$ cat src/rtl/alu_req_arbiter.sv
// Round-robin arbiter that shares one ALU between two valid/ready requesters.
// Optional per-requester statistics are enabled by defining ALU_ARB_STATS_EN.
module alu_req_arbiter #(
  parameter int DW      = 4,
  parameter int OPW     = 3,
  parameter int NUM_OPS = 4
) (
  input  logic           clk,
  input  logic           rst,
  input  logic           req0_valid,
  output logic           req0_ready,
  input  logic [DW-1:0]  req0_a,
  input  logic [DW-1:0]  req0_b,
  input  logic [OPW-1:0] req0_opcode,
  input  logic           req1_valid,
  output logic           req1_ready,
  input  logic [DW-1:0]  req1_a,
  input  logic [DW-1:0]  req1_b,
  input  logic [OPW-1:0] req1_opcode,
  output logic [DW-1:0]  alu_a,
  output logic [DW-1:0]  alu_b,
  output logic [OPW-1:0] alu_opcode,
  output logic           alu_eval,
  input  logic [DW-1:0]  alu_result,
  input  logic           alu_neg,
  input  logic           alu_carry,
  output logic           rsp_valid,
  input  logic           rsp_ready,
  output logic           rsp_id,
  output logic [DW-1:0]  rsp_result,
  output logic           rsp_neg,
  output logic           rsp_carry,
  output logic           rsp_zero,
  output logic           rsp_err,
  output logic           busy
`ifdef ALU_ARB_STATS_EN
  ,
  output logic [7:0]     op_count0,
  output logic [7:0]     op_count1,
  output logic [7:0]     err_count
`endif
);

  typedef enum logic [1:0] {
    S_IDLE    = 2'd0,
    S_ISSUE   = 2'd1,
    S_CAPTURE = 2'd2,
    S_RESP    = 2'd3
  } state_t;

  localparam logic [OPW:0] LP_NUM_OPS = (OPW+1)'(NUM_OPS);

  state_t         r_state;
  state_t         w_state_nxt;
  logic           r_last_grant;
  logic [DW-1:0]  r_alu_a;
  logic [DW-1:0]  r_alu_b;
  logic [OPW-1:0] r_alu_opcode;
  logic           r_id;
  logic [DW-1:0]  r_rsp_result;
  logic           r_rsp_neg;
  logic           r_rsp_carry;
  logic           r_rsp_zero;
  logic           r_rsp_err;

  logic           w_idle;
  logic           w_grant0;
  logic           w_grant1;
  logic           w_accept;
  logic           w_legal;
  logic           w_rsp_hs;
  logic [DW-1:0]  w_sel_a;
  logic [DW-1:0]  w_sel_b;
  logic [OPW-1:0] w_sel_op;

  function automatic logic [7:0] sat_inc8(input logic [7:0] v);
    return (v == 8'hFF) ? v : v + 8'd1;
  endfunction

  // Grant is only offered in IDLE and never while reset is held; on contention
  // the requester that was not served last wins.
  assign w_idle   = (r_state == S_IDLE);
  assign w_grant0 = w_idle && !rst && req0_valid && (!req1_valid || r_last_grant);
  assign w_grant1 = w_idle && !rst && req1_valid && (!req0_valid || !r_last_grant);
  assign w_accept = w_grant0 || w_grant1;
  assign w_sel_a  = w_grant1 ? req1_a      : req0_a;
  assign w_sel_b  = w_grant1 ? req1_b      : req0_b;
  assign w_sel_op = w_grant1 ? req1_opcode : req0_opcode;
  assign w_legal  = ({1'b0, w_sel_op} < LP_NUM_OPS);
  assign w_rsp_hs = (r_state == S_RESP) && rsp_ready;

  assign req0_ready = w_grant0;
  assign req1_ready = w_grant1;
  assign alu_a      = r_alu_a;
  assign alu_b      = r_alu_b;
  assign alu_opcode = r_alu_opcode;
  assign rsp_id     = r_id;
  assign rsp_result = r_rsp_result;
  assign rsp_neg    = r_rsp_neg;
  assign rsp_carry  = r_rsp_carry;
  assign rsp_zero   = r_rsp_zero;
  assign rsp_err    = r_rsp_err;

  always_comb begin
    w_state_nxt = r_state;
    alu_eval    = 1'b0;
    rsp_valid   = 1'b0;
    busy        = 1'b1;
    case (r_state)
      S_IDLE: begin
        busy = 1'b0;
        if (w_accept) begin
          w_state_nxt = w_legal ? S_ISSUE : S_RESP;
        end
      end
      S_ISSUE: begin
        alu_eval    = 1'b1;
        w_state_nxt = S_CAPTURE;
      end
      S_CAPTURE: begin
        w_state_nxt = S_RESP;
      end
      S_RESP: begin
        rsp_valid = 1'b1;
        if (rsp_ready) begin
          w_state_nxt = S_IDLE;
        end
      end
      default: begin
        w_state_nxt = S_IDLE;
      end
    endcase
  end

  // Request acceptance registers the ALU operands; an illegal opcode builds the
  // error response directly and the ALU is never strobed.
  always_ff @(posedge clk or posedge rst) begin
    if (rst) begin
      r_state      <= S_IDLE;
      r_last_grant <= 1'b1;
      r_alu_a      <= '0;
      r_alu_b      <= '0;
      r_alu_opcode <= '0;
      r_id         <= 1'b0;
      r_rsp_result <= '0;
      r_rsp_neg    <= 1'b0;
      r_rsp_carry  <= 1'b0;
      r_rsp_zero   <= 1'b0;
      r_rsp_err    <= 1'b0;
    end else begin
      r_state <= w_state_nxt;
      if (w_accept) begin
        r_alu_a      <= w_sel_a;
        r_alu_b      <= w_sel_b;
        r_alu_opcode <= w_sel_op;
        r_id         <= w_grant1;
        r_last_grant <= w_grant1;
        if (!w_legal) begin
          r_rsp_result <= '0;
          r_rsp_neg    <= 1'b0;
          r_rsp_carry  <= 1'b0;
          r_rsp_zero   <= 1'b0;
          r_rsp_err    <= 1'b1;
        end
      end
      if (r_state == S_CAPTURE) begin
        r_rsp_result <= alu_result;
        r_rsp_neg    <= alu_neg;
        r_rsp_carry  <= alu_carry;
        r_rsp_zero   <= (alu_result == '0);
        r_rsp_err    <= 1'b0;
      end
    end
  end

`ifdef ALU_ARB_STATS_EN
  logic [7:0] r_op_count0;
  logic [7:0] r_op_count1;
  logic [7:0] r_err_count;

  assign op_count0 = r_op_count0;
  assign op_count1 = r_op_count1;
  assign err_count = r_err_count;

  // Completed response handshakes; per-requester counts wrap, errors saturate.
  always_ff @(posedge clk or posedge rst) begin
    if (rst) begin
      r_op_count0 <= 8'd0;
      r_op_count1 <= 8'd0;
      r_err_count <= 8'd0;
    end else if (w_rsp_hs) begin
      if (r_id) begin
        r_op_count1 <= r_op_count1 + 8'd1;
      end else begin
        r_op_count0 <= r_op_count0 + 8'd1;
      end
      if (r_rsp_err) begin
        r_err_count <= sat_inc8(r_err_count);
      end
    end
  end
`else
  logic w_unused_stats;
  assign w_unused_stats = w_rsp_hs ^ ^sat_inc8(8'd0);
`endif

endmodule

$ cat config.mk
export PLATFORM = sky130hd
export DESIGN_NAME = alu_req_arbiter
export DESIGN_NICKNAME = d
export VERILOG_FILES = /design/src/rtl/alu_req_arbiter.sv
export SDC_FILE = /design/constraint.sdc
export NUM_CORES = 1
export LEC_CHECK = 0
export ABC_AREA = 1
export BUFFER_PORTS_ARGS = -buffer_cell sky130_fd_sc_hd__buf_2
export CAP_MARGIN = 5
export CORE_MARGIN = 1.5
export CORE_UTILIZATION = 40
export DETAILED_ROUTE_END_ITERATION = 16
export PLACE_DENSITY = 0.74
export SLEW_MARGIN = 20
export SYNTH_ARGS = -nofsm -noshare
export SYNTH_HDL_FRONTEND = slang
export SYNTH_SLANG_ARGS = --single-unit
$ cat constraint.sdc
create_clock -name clk -period 1.5 [get_ports clk]
set_clock_uncertainty 0.1 [all_clocks]
set_input_delay 0.15 -clock clk [delete_from_list [all_inputs] [get_ports clk]]
set_output_delay 0.15 -clock clk [all_outputs]
set_load 0.005 [all_outputs]
# Word-level counts from Yosys, hierarchy flattened
# Cells that the tools add are included.
# totals
regBits,23
in_bits,33
output_inout_bits,25
# op_classes
order_cmp,1
n_eq_ne,6
mux,21
reduce_logical,17
# op_table
op,n
4-bit 2-to-1 mux,5
1-bit 2-to-1 mux,11
2-bit case mux with 4 select lines,1
2-bit 2-to-1 mux,3
1-bit logical AND,5
2-bit == test (second input constant),2
1-bit zero test,4
4-bit zero test,1
2-bit by 1-bit inequality test with 1-bit output (second input constant),2
2-bit AND reduction,2
1-bit logical OR,3
3-bit less-than comparator (second input constant),1
3-bit 2-to-1 mux,1
2-bit by 1-bit == test with 1-bit output (second input constant),1
2-bit zero test,1
2-bit inequality test (second input constant),1
2-bit nonzero test,1

# Logic depth before layout (Yosys ltp)
# Gate-level depths: netlist of run 1.
# logic_depth
ltp_word,9
mapped_depth,10
mapped_depth_nobuf,10

# Least setup slack after synthesis of run 1
# OpenSTA, ideal clock, no wires.
# synth_path
kind,register -> register
from,register r_state[0]
to,"register r_rsp_result[0], in the netlist rsp_result[0]"
arrival_time_ns,1.285
required_ns,1.282
slack_ns,-0.003
path_stages_with_launch,10
n_path_buf,0
cell_sequence,dfrtp_1 > inv_1 > ha_1 > inv_2 > nor2_8 > nand3_4 > nand2_1 > nand3_4 > nand3_1 > nand2_1
# synth_via
elab_chain_len,8
word_cells_on_any_way,14
classes_between,order compare: 1; eq/ne: 2; mux: 2; reduce/logical: 9
# synth_lines
element,line,source
start: declaration,53,state_t r_state;
start signal: assignment,151,r_state <= w_state_nxt;
2-bit zero test,82,assign w_idle = (r_state == S_IDLE);
1-bit logical AND,"83, 84",
1-bit logical AND (2 in series),84,assign w_grant1 = w_idle && !rst && req1_valid && (!req0_valid || !r_last_grant);
3-bit 2-to-1 mux,88,assign w_sel_op = w_grant1 ? req1_opcode : req0_opcode;
3-bit less-than comparator,89,"assign w_legal = ({1'b0, w_sel_op} < LP_NUM_OPS);"
2-bit by 1-bit inequality test with 1-bit output (no line),n/a,
2-bit AND reduction (no line),n/a,
end signal: assignment,167,r_rsp_result <= alu_result;
end: declaration,60,logic [DW-1:0] r_rsp_result;
# Several ways; a longest one is shown, not always the timed one.
# A chain may end at the register's enable or synchronous reset.

# Worst setup path after layout of run 1
# layout_path
from,register r_state[0]
to,output port req0_ready
# layout_via
elab_chain_len,4
# layout_lines
element,line,source
2-bit zero test,82,
1-bit logical AND (3 in series),83,assign w_grant0 = w_idle && !rst && req0_valid && (!req1_valid || r_last_grant);
end: declaration,11,"output logic req0_ready,"
# Every way passes these cells.

==> metrics.md, run 1 <==
| Metric | Value |
|---|---|
| Net Count, Synth | `around 180` |
| WP buf/inv | `3` |
| Placement row count | `19` |
| Final Cycle Share | `113%` |
| Port-buffer cells | `between 50 and 60` |
| Filler cells | `228` |
| Design Area, Final | `around 2000 µm²` |
| CTS Sinks | `23` |
| CP Max Fanout | `3` |
| # DRC | `0` |
| Vias in the first global route | `between 1000 and 1500` |
| Clock Tree Buf Depth | `2` |
| Share of cells above drive strength 1 | `a little under half` |
| DRT Pass-1 Iters | `4` |
| Worst-skew pair later-pin latency | `between 0.3 and 0.4 ns` |
| Die height | `just under 60 µm` |
| Max cap viols | `0` |
| Worst slew margin | `about four fifths` |
| Clock transition at path regs | `about 0.13 ns` |
| Yosys cell types | `20` |
| Final slew viol count | `0` |
| Post-Place Worst Slack | `-0.0151 ns` |
| Gate Count Post-Synth | `145` |
| Violated checks | `setup timing` |
| First-pass GRT wire length | `5.52 mm` |
| Vias per inst | `approximately 4.9` |
| Worst EP arrival | `between 1 and 1.5 ns` |
| Fin nets | `~280` |
| RSZ-0062 raised after global routing | `yes` |
| Initial antenna violation count | `0` |
| Minimum clock period | `approximately 1.7 ns` |
| Mapped Avg Cell Area | `between 8 and 9 µm²` |
| Flop2flop setup slack | `-0.11 ns` |
| Adder-Cell Fraction of Synth Area | `about 5.2%` |
| Area Growth Syn to Fin | `67.1%` |
| Crit Path Class | `reg2out` |
| Most frequent cells in the layout | `buf_2, nand2_1, dfrtp_1` |
| Fmax | `around 590 MHz` |
| Leakage | `between 1 and 1.5 nW` |
| Final Hold Fails | `0` |
| Detailed-route via count | `1307` |
| Drt first-iter violations | `86` |
| Main combinational cell family by area after synthesis | `simple AND/OR/NAND/NOR gates` |
| CTS buffer count | `3` |
| Seq/Total Area, Yosys | `between 40% and 50%` |
| Die W | `57.6 µm` |
| Placed wire-length estimate | `2.01 mm` |
| Routed wire per std cell | `approximately 13 µm` |
| Commonest non-fill, non-tap cell in the layout | `buf_2` |
| Critical path's slowest cell | `dfrtp_1` |
| Seq. cell area | `about 580 µm²` |
| Synthesized cell area | `roughly 1200 µm²` |
| P per Cell Area | `about 1500 nW/µm²` |
| GRT Total Usage | `21.0%` |
| Worst Setup End Kind | `primary output` |
| Worst setup SP type | `register` |
| Crit-path leading delay family | `flip-flops` |
| Simple-Gate Fraction of Synth Area | `25.3%` |
| Root buffer cell | `clkbuf_4` |
| Compound-cell area share of the yosys netlist | `between 10 and 15%` |
| Slew @ Worst Pin | `between 0.2 and 0.3 ns` |
| Die area | `approximately 3300 µm²` |
| Worst EP required | `between 1 and 1.5 ns` |
| Multi-input gate area | `roughly 620 µm²` |
| Worst-path cell chain | `inv_2 -> ha_4 -> inv_4 -> nor2_8 -> nand2_1 -> a21oi_1 -> buf_2` |
| Synth Warn # | `0` |
| Largest net degree at the start of global routing | `24` |
| Dpl cell area | `roughly 1600 µm²` |
| Initial Utilization | `~43%` |
| Worst VDD drop | `1.16 mV` |
| Crit-path max cell delay | `about 0.41 ns` |
| Setup WS post-layout | `-0.188 ns` |
| Outcome | `finished with violations` |
| ANT cells | `0` |
| Setup TNS | `-2.37 ns` |
| Hold crit path type | `in2reg` |
| Post-synthesis mux area share | `0%` |
| Setup violations, final | `25` |
| I/O Pins | `58` |
| Post-route ant nets | `0` |
| Post-synthesis register bit count | `23` |
| Final Wtd Congestion | `about 0.75` |
| TritonCTS clock tree | `yes` |
| Core ar. | `2780 µm²` |
| Final wirelength | `around 3.4 mm` |
| Aggregate global routing overflow | `0` |
| Synth Area in XOR/XNOR | `0%` |
| Htree depth | `1` |
-- logic make-up after synthesis --
kind of cell               Yosys count
AOI/OAI and AO/OA                   25
adders and majority gates            5
buffers and inverters               27
DFF                                 23
and+or+nand+nor                     65
-- flip-flops by register name (all words and copies together), names as in the netlist --
register and cells:
alu_a 4, alu_b 4, alu_opcode 3, r_last_grant 1
r_state 2, rsp_carry 1, rsp_err 1, rsp_id 1
rsp_neg 1, rsp_result 4, rsp_zero 1
-- worst paths after layout --
kind,cells after the start,to,start
min in group asynchronous,4,r_state[0]$_DFFE_PP0P_,rst
max,7,req0_ready,r_state[0]$_DFFE_PP0P_
max reg2reg,10,alu_opcode[1]$_DFFE_PP0P_,r_state[0]$_DFFE_PP0P_
min reg2reg,2,alu_a[1]$_DFFE_PP0P_,alu_a[1]$_DFFE_PP0P_
min,5,alu_a[2]$_DFFE_PP0P_,req0_a[2]
max in group asynchronous,4,r_last_grant$_DFFE_PP1P_,rst
-- Yosys cell counts (all sizes together) --
cell type | count | area, µm²
ha | 5 | 62.6
dfstp | 1 | 26.3
dfrtp | 22 | 551
a21oi | 12 | 63.8
nand4 | 1 | 6.26
clkbuf | 1 | 3.75
buf | 4 | 32.5
o21ai | 13 | 68.8
nor2 | 4 | 31.3
nor4 | 1 | 6.26
inv | 22 | 82.6
nand3 | 9 | 70.1
nand2 | 50 | 188
-- where the power goes --
group	internal, mW	total [mW]	switching (mW)
Combinational	0.831	1.68	0.852
Clock	0.0998	0.297	0.197
Sequential	0.912	1.07	0.154
Total	1.84	3.05	1.20
-- stage by stage --
stage          std cells  total power [mW]  hold slack [ns]  util, %
2_1_floorplan        145              1.81           0.0512        -
3_3_place_gp         238              2.36            0.163     56.5
3_5_place_dp         238              2.39            0.162     56.5
4_1_cts              266              2.87           0.0525     67.2
5_1_grt              268              3.31           0.0628     71.6
6_report             268              3.05           0.0588     71.6
-- worst register-to-register path: cells and delay by family, from the launching register on --
family          cells  cell delay, ns
buf+inv             4            0.46
simple gates        3            0.24
fa+ha+maj           1            0.16
flops               1            0.41
compound gates      2            0.20
-- area by class of cell --
class	count	share of cell area, %
Clock buffer	3	1.13
Clock inverter	1	0.251
Inverter	22	4.27
Multi-Input combinational cell	96	31.2
Sequential cell	23	29.0
Tap cell	31	1.95
Timing Repair Buffer	92	32.2
-- layer usage --
layer	share of wire (%)	GRT usage, %	routed length [µm]
met1	41	25.4	1400
met2	52	39.9	1750
met3	6.0	3.17	201
met4	0.56	2.99	19
met5	0	0	0
-- timing repair --
| item | in CTS | in global routing |
|---|---|---|
| buffers inserted | 6 | 1 |
| gates cloned | 1 | 1 |
| hold buffers | 17 | 0 |
| endpoints found under the hold margin | 39 | 0 |
| pin swaps | 4 | 3 |
| gates resized for setup | 19 | 19 |
| endpoints found under the setup margin | 19 | 28 |
No activity file was read; power rests on OpenSTA's default activity.
==> run 2: changes to the inputs <==
--- a/config.mk
+++ b/config.mk
@@ -12,6 +12,7 @@
 export CORE_UTILIZATION = 40
 export DETAILED_ROUTE_END_ITERATION = 16
 export PLACE_DENSITY = 0.74
+export SKIP_CTS_REPAIR_TIMING = 1
 export SLEW_MARGIN = 20
 export SYNTH_ARGS = -nofsm -noshare
 export SYNTH_HDL_FRONTEND = slang
==> metrics.md, run 2 (same netlist as run 1, synthesis figures left out) <==
| Metric | Value |
|---|---|
| Outcome | `finished with violations` |
| Violated checks | `setup timing` |
| Vias per inst | `4.78` |
| Worst slew margin | `77.9%` |
| Min-Delay Endpoint | `alu_a[2]$_DFFE_PP0P_` |
| Largest net degree at the start of global routing | `24` |
| Placement row count | `19` |
| Clock Tree Buf Depth | `2` |
| GRT Total Usage | `between 15 and 20%` |
| Routed wire per std cell | `approximately 12 µm` |
| Post-route ant nets | `0` |
| Vias in the first global route | `between 1000 and 1500` |
| RSZ-0062 raised after global routing | `yes` |
| Hold Crit Depth | `5` |
| Minimum clock period | `approximately 1.8 ns` |
| Seq. cell area | `approximately 580 µm²` |
| TritonCTS clock tree | `yes` |
| Worst-skew pair later-pin latency | `a little over 0.3 ns` |
| Fmax | `roughly 570 MHz` |
| ANT cells | `0` |
| Post-route core utilization | `a little over two thirds` |
| Hold crit path type | `in2reg` |
| Crit Path Class | `reg2out` |
| Fin nets | `~280` |
| Final Wtd Congestion | `about 0.75` |
| P per Cell Area | `about 1600 nW/µm²` |
| Die W | `57.6 µm` |
| Port-buffer cells | `57` |
| Drt first-iter violations | `63` |
| Placed insts | `roughly 240` |
| Max cap viols | `0` |
| Final Power | `a little over 3 mW` |
| Final slew viol count | `0` |
| Dpl cell area | `~1600 µm²` |
| Die area | `around 3300 µm²` |
| Flop2flop setup slack | `-0.14 ns` |
| Aggregate global routing overflow | `0` |
| Root buffer cell | `clkbuf_4` |
| Worst EP arrival | `about 1.5 ns` |
| Worst EP required | `1.25 ns` |
| Slew @ Worst Pin | `around 0.33 ns` |
| # DRC | `0` |
| Commonest non-fill, non-tap cell in the layout | `buf_2` |
| Min-delay src | `req0_a[2]` |
| Setup WS post-layout | `-0.259 ns` |
| Design Area, Final | `~1900 µm²` |
| Filler cells | `between 200 and 250` |
| Placed wire-length estimate | `2.01 mm` |
| Worst Setup End Kind | `primary output` |
| Worst setup SP type | `register` |
| Detailed-route via count | `~1300` |
| Final Cycle Share | `117%` |
| Final Hold Fails | `0` |
| RR Startpoint | `r_state[1]$_DFFE_PP0P_` |
| Clock transition at path regs | `about 0.13 ns` |
| First-pass GRT wire length | `between 4 and 5 mm` |
| CP Max Fanout | `4` |
| Die height | `57.6 µm` |
| Multi-input gate area | `around 600 µm²` |
| I/O Pins | `58` |
| Initial Utilization | `42.9%` |
| R2R cell count | `10` |
| Most frequent cells in the layout | `buf_2, nand2_1, dfrtp_1` |
| Worst VDD drop | `around 1.2 mV` |
| Finished Layout Cells | `roughly 270` |
| Setup violations, final | `25` |
| DRT Pass-1 Iters | `4` |
| Hold_ws | `approximately 0.057 ns` |
| CTS Sinks | `23` |
| Leakage | `approximately 1.1 nW` |
| R2R Path End | `rsp_result[1]$_DFFE_PP0P_` |
| Share of cells above drive strength 1 | `around 44%` |
| Htree depth | `1` |
| Area Growth Syn to Fin | `63.3%` |
| CTS buffer count | `3` |
| Final wirelength | `around 3.3 mm` |
| Initial antenna violation count | `0` |
| Core ar. | `between 2000 and 3000 µm²` |
[run 2: cell type report]
| class | instances | area share [%] |
|---|---|---|
| clock inverters | 1 | 0.257 |
| well taps | 31 | 1.99 |
| repair buffers | 91 | 31.9 |
| flip-flops and latches | 23 | 29.6 |
| multi-input cells | 96 | 30.7 |
| inverters | 22 | 4.37 |
| clock buffers | 3 | 1.16 |
[run 2: metrics by stage]
stage,setup WS [ns],setup TNS (ns)
final,-0.259,-2.63
after global routing,-0.334,-4.70
after CTS,-0.324,-0.919
after detailed placement,-0.0151,-0.0854
after global placement,0.0275,0
after floorplan,0.00147,0
[run 2: how the worst max path moves through the flow]
stage | start | endpoint | slack, ns | depth (start not counted)
CTS | r_state[1]$_DFFE_PP0P_ | req1_ready | -0.32 | 8
global route | r_state[1]$_DFFE_PP0P_ | req1_ready | -0.33 | 8
detailed placement | r_state[1]$_DFFE_PP0P_ | rsp_result[0]$_DFFE_PP0P_ | -0.02 | 9
finish | r_state[1]$_DFFE_PP0P_ | req1_ready | -0.26 | 8
floorplan | r_state[0]$_DFFE_PP0P_ | rsp_result[0]$_DFFE_PP0P_ | 0.001 | 9
global placement | r_state[0]$_DFFE_PP0P_ | rsp_carry$_DFFE_PP0P_ | 0.03 | 9
[run 2: routing by layer]
layer / part of all wire (%) / GRT usage [%] / routed length [µm] / up-vias
met5: 0 / 0 / 0 / -
met4: 0.52 / 2.99 / 17 / 0
met3: 6.4 / 3.40 / 208 / 2
met2: 52 / 29.4 / 1690 / 46
met1: 41 / 22.0 / 1340 / 589
li1: - / - / - / 639
[run 2: worst max-delay path, stage by stage, from the launching register on]
cell and delay (ns):
dfrtp_1 0.43, inv_2 0.09, ha_4 0.14, inv_4 0.04, nor2_8 0.13, nand3_4 0.10
buf_6 0.14, inv_2 0.04, buf_6 0.08
[run 2: power breakdown]
group	leakage (nW)	internal, mW	switching [mW]
Clock	0.0177	0.0998	0.196
Sequential	0.287	0.912	0.168
Combinational	0.802	0.805	0.838
==> run 3: changes to the inputs <==
--- a/config.mk
+++ b/config.mk
@@ -11,7 +11,7 @@
 export CORE_MARGIN = 1.5
 export CORE_UTILIZATION = 40
 export DETAILED_ROUTE_END_ITERATION = 16
-export PLACE_DENSITY = 0.74
+export PLACE_DENSITY = 0.71
 export SKIP_CTS_REPAIR_TIMING = 1
 export SLEW_MARGIN = 20
 export SYNTH_ARGS = -nofsm -noshare
==> constraint.sdc (replaced) <==
create_clock -name clk -period 1.7 [get_ports clk]
set_clock_uncertainty 0.1 [all_clocks]
set_input_delay 0.17 -clock clk [delete_from_list [all_inputs] [get_ports clk]]
set_output_delay 0.17 -clock clk [all_outputs]
set_load 0.005 [all_outputs]
==> metrics.md, run 3 (same netlist as run 1, synthesis figures left out) <==
| Metric | Value |
|---|---|
| Met2 Use GR | `31.2%` |
| Core ar. | `2780 µm²` |
| Worst EP arrival | `1.52 ns` |
| Crit Path Class | `reg2out` |
| Worst setup SP type | `register` |
| Clock transition at path regs | `approximately 0.12 ns` |
| Clock Tree Buf Depth | `2` |
| Critical path's slowest cell | `dfrtp_1` |
| CTS Sinks | `23` |
| Setup violations, final | `4` |
| Violated checks | `hold timing, setup timing` |
| Most crowded layer after global routing | `met2` |
| Worst Setup End Kind | `primary output` |
| Initial antenna violation count | `0` |
| Placed wire-length estimate | `about 2.1 mm` |
| Leakage | `around 1.1 nW` |
| Initial Utilization | `between 40% and 50%` |
| Worst-path cell chain | `inv_2 -> ha_4 -> inv_4 -> nor2_8 -> nand3_4 -> buf_12 -> clkinv_4 -> buf_6` |
| Commonest non-fill, non-tap cell in the layout | `buf_2` |
| Outcome | `finished with violations` |
| GRT Total Usage | `~17%` |
| Worst slew margin | `between 70% and 80%` |
| Final Hold Fails | `3` |
| I/O Pins | `58` |
| Aggregate global routing overflow | `0` |
| Vias per inst | `about 4.8` |
| P per Cell Area | `1370 nW/µm²` |
| Area Growth Syn to Fin | `61.9%` |
| Largest net degree at the start of global routing | `24` |
| Hold crit path type | `in2reg` |
| Hold_ws | `-0.0267 ns` |
| CTS buffer count | `3` |
| First-pass GRT wire length | `approximately 4.4 mm` |
| Slew @ Worst Pin | `between 0.4 and 0.5 ns` |
| Setup WS post-layout | `-0.0923 ns` |
| Fmax | `558 MHz` |
| Minimum clock period | `about 1.8 ns` |
| Die W | `approximately 58 µm` |
| # DRC | `0` |
| Detailed-route via count | `between 1000 and 1500` |
| Root buffer cell | `clkbuf_4` |
| Worst VDD drop | `1.25 mV` |
| GR Util met3 | `roughly 2.5%` |
| Die area | `roughly 3300 µm²` |
| Final Power | `2.65 mW` |
| DRT Pass-1 Iters | `4` |
| Drt first-iter violations | `66` |
| Vias in the first global route | `around 1100` |
| Htree depth | `1` |
| Die height | `57.6 µm` |
| Final Cycle Share | `105%` |
| Fin nets | `about 270` |
| Worst-skew pair later-pin latency | `slightly above 0.3 ns` |
| WP buf/inv | `5` |
| Filler cells | `223` |
| Worst EP required | `~1.4 ns` |
| Setup TNS | `-0.236 ns` |
| RSZ-0062 raised after global routing | `yes` |
| Max cap viols | `0` |
| Met1 usage | `about a fifth` |
| Post-route ant nets | `0` |
| Placement row count | `19` |
| Finished Layout Cells | `264` |
| ANT cells | `0` |
| Share of cells above drive strength 1 | `a little over two fifths` |
| Post-route core utilization | `between 60% and 70%` |
| Final slew viol count | `0` |
| Final Wtd Congestion | `around 0.77` |
| CP Max Fanout | `6` |
| Crit-path leading delay family | `flip-flops` |
| Crit-path max cell delay | `~0.44 ns` |
| TritonCTS clock tree | `yes` |
| Port-buffer cells | `57` |
| Placed insts | `231` |
| Final wirelength | `about 3.4 mm` |
| Most frequent cells in the layout | `buf_2, nand2_1, dfrtp_1` |
| Routed wire per std cell | `approximately 13 µm` |
| Post-Place Worst Slack | `about 0.0034 ns` |
run 3: cell count changes in the layout (fill, tap and decap cells not counted), moves of 2 or more:
cell	delta
nand3_1	+7
nand3_2	-7
a21oi_1	-5
a21oi_2	+5
dlygate4sd3_1	-3
buf_6	-2
clkbuf_16	+2
run 3: cell type report:
| cell class | count | area [µm²] | area share, % |
|---|---|---|---|
| repair buffers | 89 | 638 | 33.1 |
| flip-flops and latches | 23 | 577 | 29.9 |
| multi-input cells | 95 | 559 | 29.0 |
| inverters | 22 | 90.1 | 4.67 |
| well taps | 31 | 38.8 | 2.01 |
| clock buffers | 3 | 22.5 | 1.17 |
| clock inverters | 1 | 5.00 | 0.259 |
run 3: power by group:
part | leakage [nW] | total (mW) | internal [mW] | switching (mW)
sequential | 0.287 | 0.944 | 0.805 | 0.140
clock | 0.0177 | 0.252 | 0.0880 | 0.164
combinational | 0.808 | 1.45 | 0.707 | 0.744
total | 1.11 | 2.65 | 1.60 | 1.05
run 3: stage by stage:
step | hold slack, ns | cell area, µm²
finish | -0.0267 | 1930
floorplan | 0.0712 | 1190
global route | 0.000863 | 1930
global placement | 0.127 | 1520
CTS | -0.207 | 1540
detailed placement | 0.147 | 1520
run 3: worst paths after layout:
check                           slack (ns)                    from  depth (start not counted)                        end
max in group asynchronous             0.65                     rst                          4  alu_opcode[2]$_DFFE_PP0P_
worst max-delay path                 -0.09  r_state[0]$_DFFE_PP0P_                          8                 req1_ready
min in group asynchronous             0.33                     rst                          3       alu_b[1]$_DFFE_PP0P_
worst min register to register        0.38      rsp_id$_DFFE_PP0P_                          2         rsp_id$_DFFE_PP0P_
worst min-delay path                 -0.03               req1_b[0]                          3       alu_b[0]$_DFFE_PP0P_
worst max register to register       -0.05  r_state[0]$_DFFE_PP0P_                         11       alu_a[1]$_DFFE_PP0P_
run 3: tightest hold or removal path, stage by stage:
cell and delay (ns):
buf_2 0.08, o21ai_1 0.06, nand2_1 0.05
run 3: metal layers:
layer	share of wire (%)	wire (µm)	up-vias
met5	0	0	-
met3	4.6	158	6
met1	39	1330	581
met4	1.5	53	0
met2	55	1880	44
li1	-	-	629
